## config.mk

```make
export PLATFORM = sky130hd
export DESIGN_NAME = wb_trace_tx
export DESIGN_NICKNAME = d
export VERILOG_FILES = /design/src/rtl/wb_trace_tx.sv
export SDC_FILE = /design/constraint.sdc
export NUM_CORES = 1
export LEC_CHECK = 0
export BUFFER_PORTS_ARGS = -buffer_cell sky130_fd_sc_hd__buf_2
export CAP_MARGIN = 10
export CORE_UTILIZATION = 24
export CTS_CLUSTER_SIZE = 16
export DETAILED_ROUTE_END_ITERATION = 16
export SYNTH_ARGS = -nofsm -noshare
export SYNTH_HDL_FRONTEND = slang
export SYNTH_SLANG_ARGS = --single-unit
```

## constraint.sdc

```tcl
create_clock -name clk -period 5.25 [get_ports clk]
set_input_delay 0.7875 -clock clk [delete_from_list [all_inputs] [get_ports clk]]
set_output_delay 0.7875 -clock clk [all_outputs]
set_load 0.02 [all_outputs]
```

## src/rtl/wb_trace_tx.sv

```systemverilog
// wb_trace_tx - writeback-trace transmitter.
//
// Snoops register-file writes at writeback, buffers them in a small FIFO and
// serialises each one as a 5-byte frame on an 8-bit valid/ready stream:
//   B0 = {3'b101, rd_addr}, B1..B4 = rd_writedata, most significant byte first.
//
// Ports:
//   clk, rst_n        clock (rising edge) and asynchronous active-low reset
//   enable            capture enable; the FIFO keeps draining while low
//   regfile_we        writeback register-file write enable
//   rd_addr           destination register (writes to $0 are never captured)
//   rd_writedata      data written
//   clr_stats         one-cycle pulse clearing overflow / drop_count
//   tx_data/tx_valid  outbound byte stream, accepted when tx_ready is high
//   tx_ready          sink ready
//   fifo_empty        FIFO holds no events (the frame register is not counted)
//   overflow          sticky flag: at least one event was dropped
//   drop_count        saturating count of dropped events
module wb_trace_tx #(
    parameter int unsigned FIFO_DEPTH = 8,
    parameter int unsigned DATA_WIDTH = 32,
    parameter int unsigned ADDR_WIDTH = 5
) (
    input  logic                  clk,
    input  logic                  rst_n,
    input  logic                  enable,
    input  logic                  regfile_we,
    input  logic [ADDR_WIDTH-1:0] rd_addr,
    input  logic [DATA_WIDTH-1:0] rd_writedata,
    input  logic                  clr_stats,
    output logic [7:0]            tx_data,
    output logic                  tx_valid,
    input  logic                  tx_ready,
    output logic                  fifo_empty,
    output logic                  overflow,
    output logic [15:0]           drop_count
);

    localparam int unsigned PTR_W = (FIFO_DEPTH > 1) ? $clog2(FIFO_DEPTH) : 1;
    localparam int unsigned CNT_W = $clog2(FIFO_DEPTH + 1);
    localparam int unsigned REC_W = ADDR_WIDTH + DATA_WIDTH;
    localparam logic [CNT_W-1:0] DEPTH_C = CNT_W'(FIFO_DEPTH);

    typedef enum logic {
        S_IDLE,
        S_SEND
    } state_e;

    // FIFO storage and bookkeeping
    logic [REC_W-1:0] mem_q [FIFO_DEPTH];
    logic [PTR_W-1:0] wr_ptr_q, wr_ptr_d;
    logic [PTR_W-1:0] rd_ptr_q, rd_ptr_d;
    logic [CNT_W-1:0] count_q,  count_d;

    // Serializer
    state_e               state_q, state_d;
    logic [2:0]           idx_q, idx_d;
    logic [DATA_WIDTH-1:0] frame_data_q, frame_data_d;
    logic [7:0]           tx_data_q, tx_data_d;
    logic                 tx_valid_q, tx_valid_d;

    // Statistics
    logic                 overflow_q, overflow_d;
    logic [15:0]          drop_count_q, drop_count_d;

    // Per-cycle control
    logic                 capture;
    logic                 push;
    logic                 pop;
    logic                 drop;
    logic                 handshake;
    logic [REC_W-1:0]     head;
    logic [15:0]          drop_base;

    always_comb begin
        state_d      = state_q;
        idx_d        = idx_q;
        frame_data_d = frame_data_q;
        tx_data_d    = tx_data_q;
        tx_valid_d   = tx_valid_q;
        wr_ptr_d     = wr_ptr_q;
        rd_ptr_d     = rd_ptr_q;
        count_d      = count_q;
        overflow_d   = overflow_q;
        drop_count_d = drop_count_q;
        drop_base    = drop_count_q;
        pop          = 1'b0;
        head         = mem_q[rd_ptr_q];
        handshake    = tx_valid_q && tx_ready;

        case (state_q)
            S_IDLE: begin
                if (count_q != '0) begin
                    pop = 1'b1;
                end
            end
            S_SEND: begin
                if (handshake) begin
                    if (idx_q != 3'd4) begin
                        // Preload the byte after the one just accepted so
                        // tx_data is a plain register output.
                        idx_d = idx_q + 3'd1;
                        case (idx_q)
                            3'd0:    tx_data_d = frame_data_q[31:24];
                            3'd1:    tx_data_d = frame_data_q[23:16];
                            3'd2:    tx_data_d = frame_data_q[15:8];
                            default: tx_data_d = frame_data_q[7:0];
                        endcase
                    end else if (count_q != '0) begin
                        pop = 1'b1;
                    end else begin
                        state_d    = S_IDLE;
                        tx_valid_d = 1'b0;
                    end
                end
            end
            default: begin
                state_d    = S_IDLE;
                tx_valid_d = 1'b0;
            end
        endcase

        // Loading a new frame is shared by IDLE start-up and back-to-back send.
        if (pop) begin
            state_d      = S_SEND;
            idx_d        = 3'd0;
            tx_valid_d   = 1'b1;
            frame_data_d = head[DATA_WIDTH-1:0];
            tx_data_d    = {3'b101, head[REC_W-1 -: ADDR_WIDTH]};
            rd_ptr_d     = rd_ptr_q + 1'b1;
        end

        // A full FIFO can still accept when a pop frees a slot this cycle.
        capture = enable && regfile_we && (rd_addr != '0);
        push    = capture && ((count_q != DEPTH_C) || pop);
        drop    = capture && !push;

        if (push) begin
            wr_ptr_d = wr_ptr_q + 1'b1;
        end

        case ({push, pop})
            2'b10:   count_d = count_q + 1'b1;
            2'b01:   count_d = count_q - 1'b1;
            default: count_d = count_q;
        endcase

        // Clear first, then account for a drop in the same cycle.
        if (clr_stats) begin
            overflow_d   = 1'b0;
            drop_count_d = '0;
            drop_base    = '0;
        end
        if (drop) begin
            overflow_d = 1'b1;
            if (drop_base != 16'hFFFF) begin
                drop_count_d = drop_base + 16'd1;
            end
        end
    end

    always_ff @(posedge clk or negedge rst_n) begin
        if (!rst_n) begin
            state_q      <= S_IDLE;
            idx_q        <= '0;
            frame_data_q <= '0;
            tx_data_q    <= '0;
            tx_valid_q   <= 1'b0;
            wr_ptr_q     <= '0;
            rd_ptr_q     <= '0;
            count_q      <= '0;
            overflow_q   <= 1'b0;
            drop_count_q <= '0;
        end else begin
            state_q      <= state_d;
            idx_q        <= idx_d;
            frame_data_q <= frame_data_d;
            tx_data_q    <= tx_data_d;
            tx_valid_q   <= tx_valid_d;
            wr_ptr_q     <= wr_ptr_d;
            rd_ptr_q     <= rd_ptr_d;
            count_q      <= count_d;
            overflow_q   <= overflow_d;
            drop_count_q <= drop_count_d;
        end
    end

    // Storage needs no reset: validity is tracked by the pointers and count.
    always_ff @(posedge clk) begin
        if (push) begin
            mem_q[wr_ptr_q] <= {rd_addr, rd_writedata};
        end
    end

    assign tx_data    = tx_data_q;
    assign tx_valid   = tx_valid_q;
    assign fifo_empty = (count_q == '0);
    assign overflow   = overflow_q;
    assign drop_count = drop_count_q;

endmodule

```

==> flow_summary_export.csv <==
group,metric,value,unit
status,status,"finished clean",
power_and_ir_drop,p_switching,2.532,mW
cells_and_area,design_area,0.01709,mm2
critical_path,cp_data_arrival_time,3.73,ns
grt,grt_usage,10.24,%
power_and_ir_drop,power_density,498.7,mW/mm2
yosys,yosysTopAreaCellShare,61.08,%
yosys,yosys.area.top_type,"edfxtp_1",
routing,route.detailed.drc,0,
placed_design,portBuffers,69,
critical_path,cp-start-kind,"flop",
critical_path,reg2reg_slack,1.74,ns
grt,grtUsageMet3,2.219,%
yosys,ys.warnings.count,0,
cells_and_area,final_cell_mix,"296 x edfxtp_1, 74 x mux4_2, 69 x dfrtp_1, 69 x buf_2, 46 x nor2_1",
flow_run,cap_viol_max_count,0,
timing,whs,0.2151,ns
timing,max_freq,0.2847,GHz
critical_path,max_stage_delay,0.68,ns
yosys,netlist_instances,788,
routing,ant_nets,0,
critical_path,r2r-start,"idx_q[0]",
power_and_ir_drop,p_leak,5.671,nW
power_and_ir_drop,swShare,29.72,%
floorplanning,die_x,248.2,um
grt,met2_usage,16.78,%
timing,finalSetupViolations,0,
yosys,synth_area_leaders,"edfxtp_1 61%, dfrtp_1 12%, mux4_2 11%",
critical_path,critPathCapture,"mem_q[5][11]",
power_and_ir_drop,pwr-share-clk,30.7,%
yosys,yosysSeqAreaShare,73.46,%
grt,grt.met1_usage,13.76,%
cells_and_area,area_growth,17.40,%
timing,worst_slew_pin_slew,1.009,ns
cts,cts_tree,"yes",
routing,post_drt_wl_per_cell,18.80,um
critical_path,worstSetupPathType,"flop to flop",
routing,vias_per_cell,4.441,
power_and_ir_drop,p_int,5.987,mW
routing,wl,31470,um
floorplanning,initial_utilization,24.47,%
timing,tns,0,ns
yosys,synth_cell_type_count,55,
power_and_ir_drop,p_comb_share,22.6,%
cts,cts_root_buf,"clkbuf_16",
critical_path,crit_chain,"inv_1 -> ha_1 -> nand4_1 -> and4_1 -> nor2_1 -> nand2_1 -> nor2_4 -> buf_4",
cells_and_area,nNetsFinal,925,
cts,path_clk_slew,0.06,ns
timing,timing_hold_violations_final,0,
timing,maxSlewHeadroom,32.71,%
critical_path,required,5.46,ns
min_path,hp-class,"primary input to asynchronous set/reset pin",
timing,skew,0.02235,ns
grt,grt_pass1_vias,7554,
critical_path,worstRegToRegCells,8,
grt,grt_pass1_wl,47800,um
yosys,syn_nets,841,
cts,cts.htree.levels,2,
cells_and_area,final_layout_size_suffix_gt1_share,25.97,%
cts,cts_num_sinks,368,
yosys,synth_edf_count,296,
timing,slew_violations,0,
critical_path,cp_slowest_cell,"nor2_4",
placed_design,place_area,0.01587,mm2
power_and_ir_drop,seqPwrFrac,46.7,%
cts,post-cts-setup-buffers,0,
floorplanning,core,0.05946,mm2
grt,top_usage_layer,"met2",
yosys,ys_seq_elements,368,
routing,first_pass_iters,7,
yosys,syn_avg_cell_area,18.47,um2
critical_path,end_kind,"flop",
timing,finalCritPeriodShare,66.91,%
yosys,synth_flop_cell,"edfxtp_1",
routing,drt-initial-drc-count,655,
yosys,synth_area,0.01455,mm2
cts,insertion_delay,0.54,ns
critical_path,r2r-end,"mem_q[5][11]",
grt,antenna_found_initial,7,
placed_design,placed_cells,1604,
cells_and_area,final_cell_count_no_fill,1674,
critical_path,crit_path_start,"idx_q[0]",
cts,ctsHoldBuffers,0,
cts,cts_buffer_depth,3,
timing,rsz0062_at_grt,"false",
power_and_ir_drop,max-vdd-ir-drop,0.2685,mV
routing,vias,7434,
grt,grt_max_degree,82,
placed_design,finalWeightedCongestion,0.7938,
floorplanning,die_h,248.2,um
cells_and_area,final_common_cell,"edfxtp_1",
cells_and_area,fillerInstances,5902,
floorplanning,num_rows,89,
power_and_ir_drop,power,8.520,mW
placed_design,hpwl,19060,um
yosys,synthArstFlopShare,19.57,%
grt,overflow,0,
cts,cts_resized,0,
floorplanning,pin_count,70,
cts,cts_buffers,39,
critical_path,crit_path_max_fanout,20,
floorplanning,die_area,0.06163,mm2
cells_and_area,antenna_cells,0,
timing,finalCriticalPeriod,3.513,ns
state kept, by name, summed over array words and instances, names as in the netlist:
| signal | flops |
|---|---|
| count_q | 4 |
| drop_count | 16 |
| frame_data_q | 32 |
| idx_q | 3 |
| mem_q | 296 |
| overflow | 1 |
| rd_ptr_q | 3 |
| state_q | 1 |
| tx_data | 8 |
| tx_valid | 1 |
| wr_ptr_q | 3 |
Yosys cell counts, types with 3 or more instances:
cell type	n
o21ai_0	24
nor3_1	5
nor2_1	49
nand4_1	6
buf_2	17
edfxtp_1	296
or3_1	3
mux2i_1	38
a222oi_1	8
nand3_1	6
and3_1	3
inv_1	9
buf_1	4
xnor2_1	11
or4_1	3
dfrtp_1	72
ha_1	9
a21oi_1	44
xor2_1	4
mux2_2	3
clkbuf_1	18
and4_1	4
mux4_2	74
o31ai_1	3
a2111oi_1	3
nor2b_1	5
nand2_1	33
per-layer routing:
layer	part of all wire (%)	vias to the layer above
li1	-	3329
met1	44	3857
met2	48	188
met3	5.5	52
met4	1.6	8
met5	0.16	-
through the flow:
step | utilization (%) | setup WS (ns)
final | 28.73 | 1.737
after global routing | 28.73 | 1.507
after CTS | 28.73 | 1.713
after detailed placement | 26.68 | 1.691
after global placement | 26.68 | 1.773
after floorplan | - | 0.7095
logic make-up (layout without fill, tap and decap cells):
group / count (synthesis) / in the layout / synth area share [%]
DFF: 368 / 368 / 73.46
adders and majority gates: 10 / 10 / 0.9114
muxes: 116 / 116 / 14.38
xor gates and xnor gates: 15 / 15 / 0.9027
buffers and inverters: 49 / 162 / 1.462
AOI/OAI and AO/OA: 99 / 99 / 4.290
and+or+nand+nor: 131 / 131 / 4.600
worst max-delay path, delay by kind of cell (launching register included):
kind          cells  cell delay (ns)
simple gates      5             1.83
buf+inv           2             0.50
fa+ha+maj         1             0.43
flops             1             0.42
cell type report:
class,instances,area (um2),share of cell area [%]
clock inverters,23,214.0,1.252
multi-input cells,371,3715,21.74
well taps,773,967.2,5.661
flip-flops and latches,368,10700,62.62
inverters,9,33.78,0.1977
clock buffers,47,1006,5.888
repair buffers,83,450.4,2.636
how the worst min path moves through the flow:
| stage | to | depth (start not counted) | from |
|---|---|---|---|
| global route | drop_count[2] | 1 | rst_n |
| CTS | drop_count[2] | 1 | rst_n |
| floorplan | count_q[0] | 0 | rst_n |
| detailed placement | tx_data[3] | 2 | tx_data[3] |
| global placement | tx_data[1] | 2 | tx_data[1] |
| finish | drop_count[2] | 1 | rst_n |
power by group through the flow:
stage | Combinational [mW] | Sequential (mW) | Clock [mW]
after floorplan | 1.54 | 3.78 | 0
after global placement | 1.92 | 4.04 | 0
after detailed placement | 1.95 | 4.06 | 0
after CTS | 1.96 | 4.00 | 2.68
after global routing | 2.10 | 4.04 | 2.79
final | 1.93 | 3.97 | 2.62
Note: power is estimated with default switching activity, not from simulation.
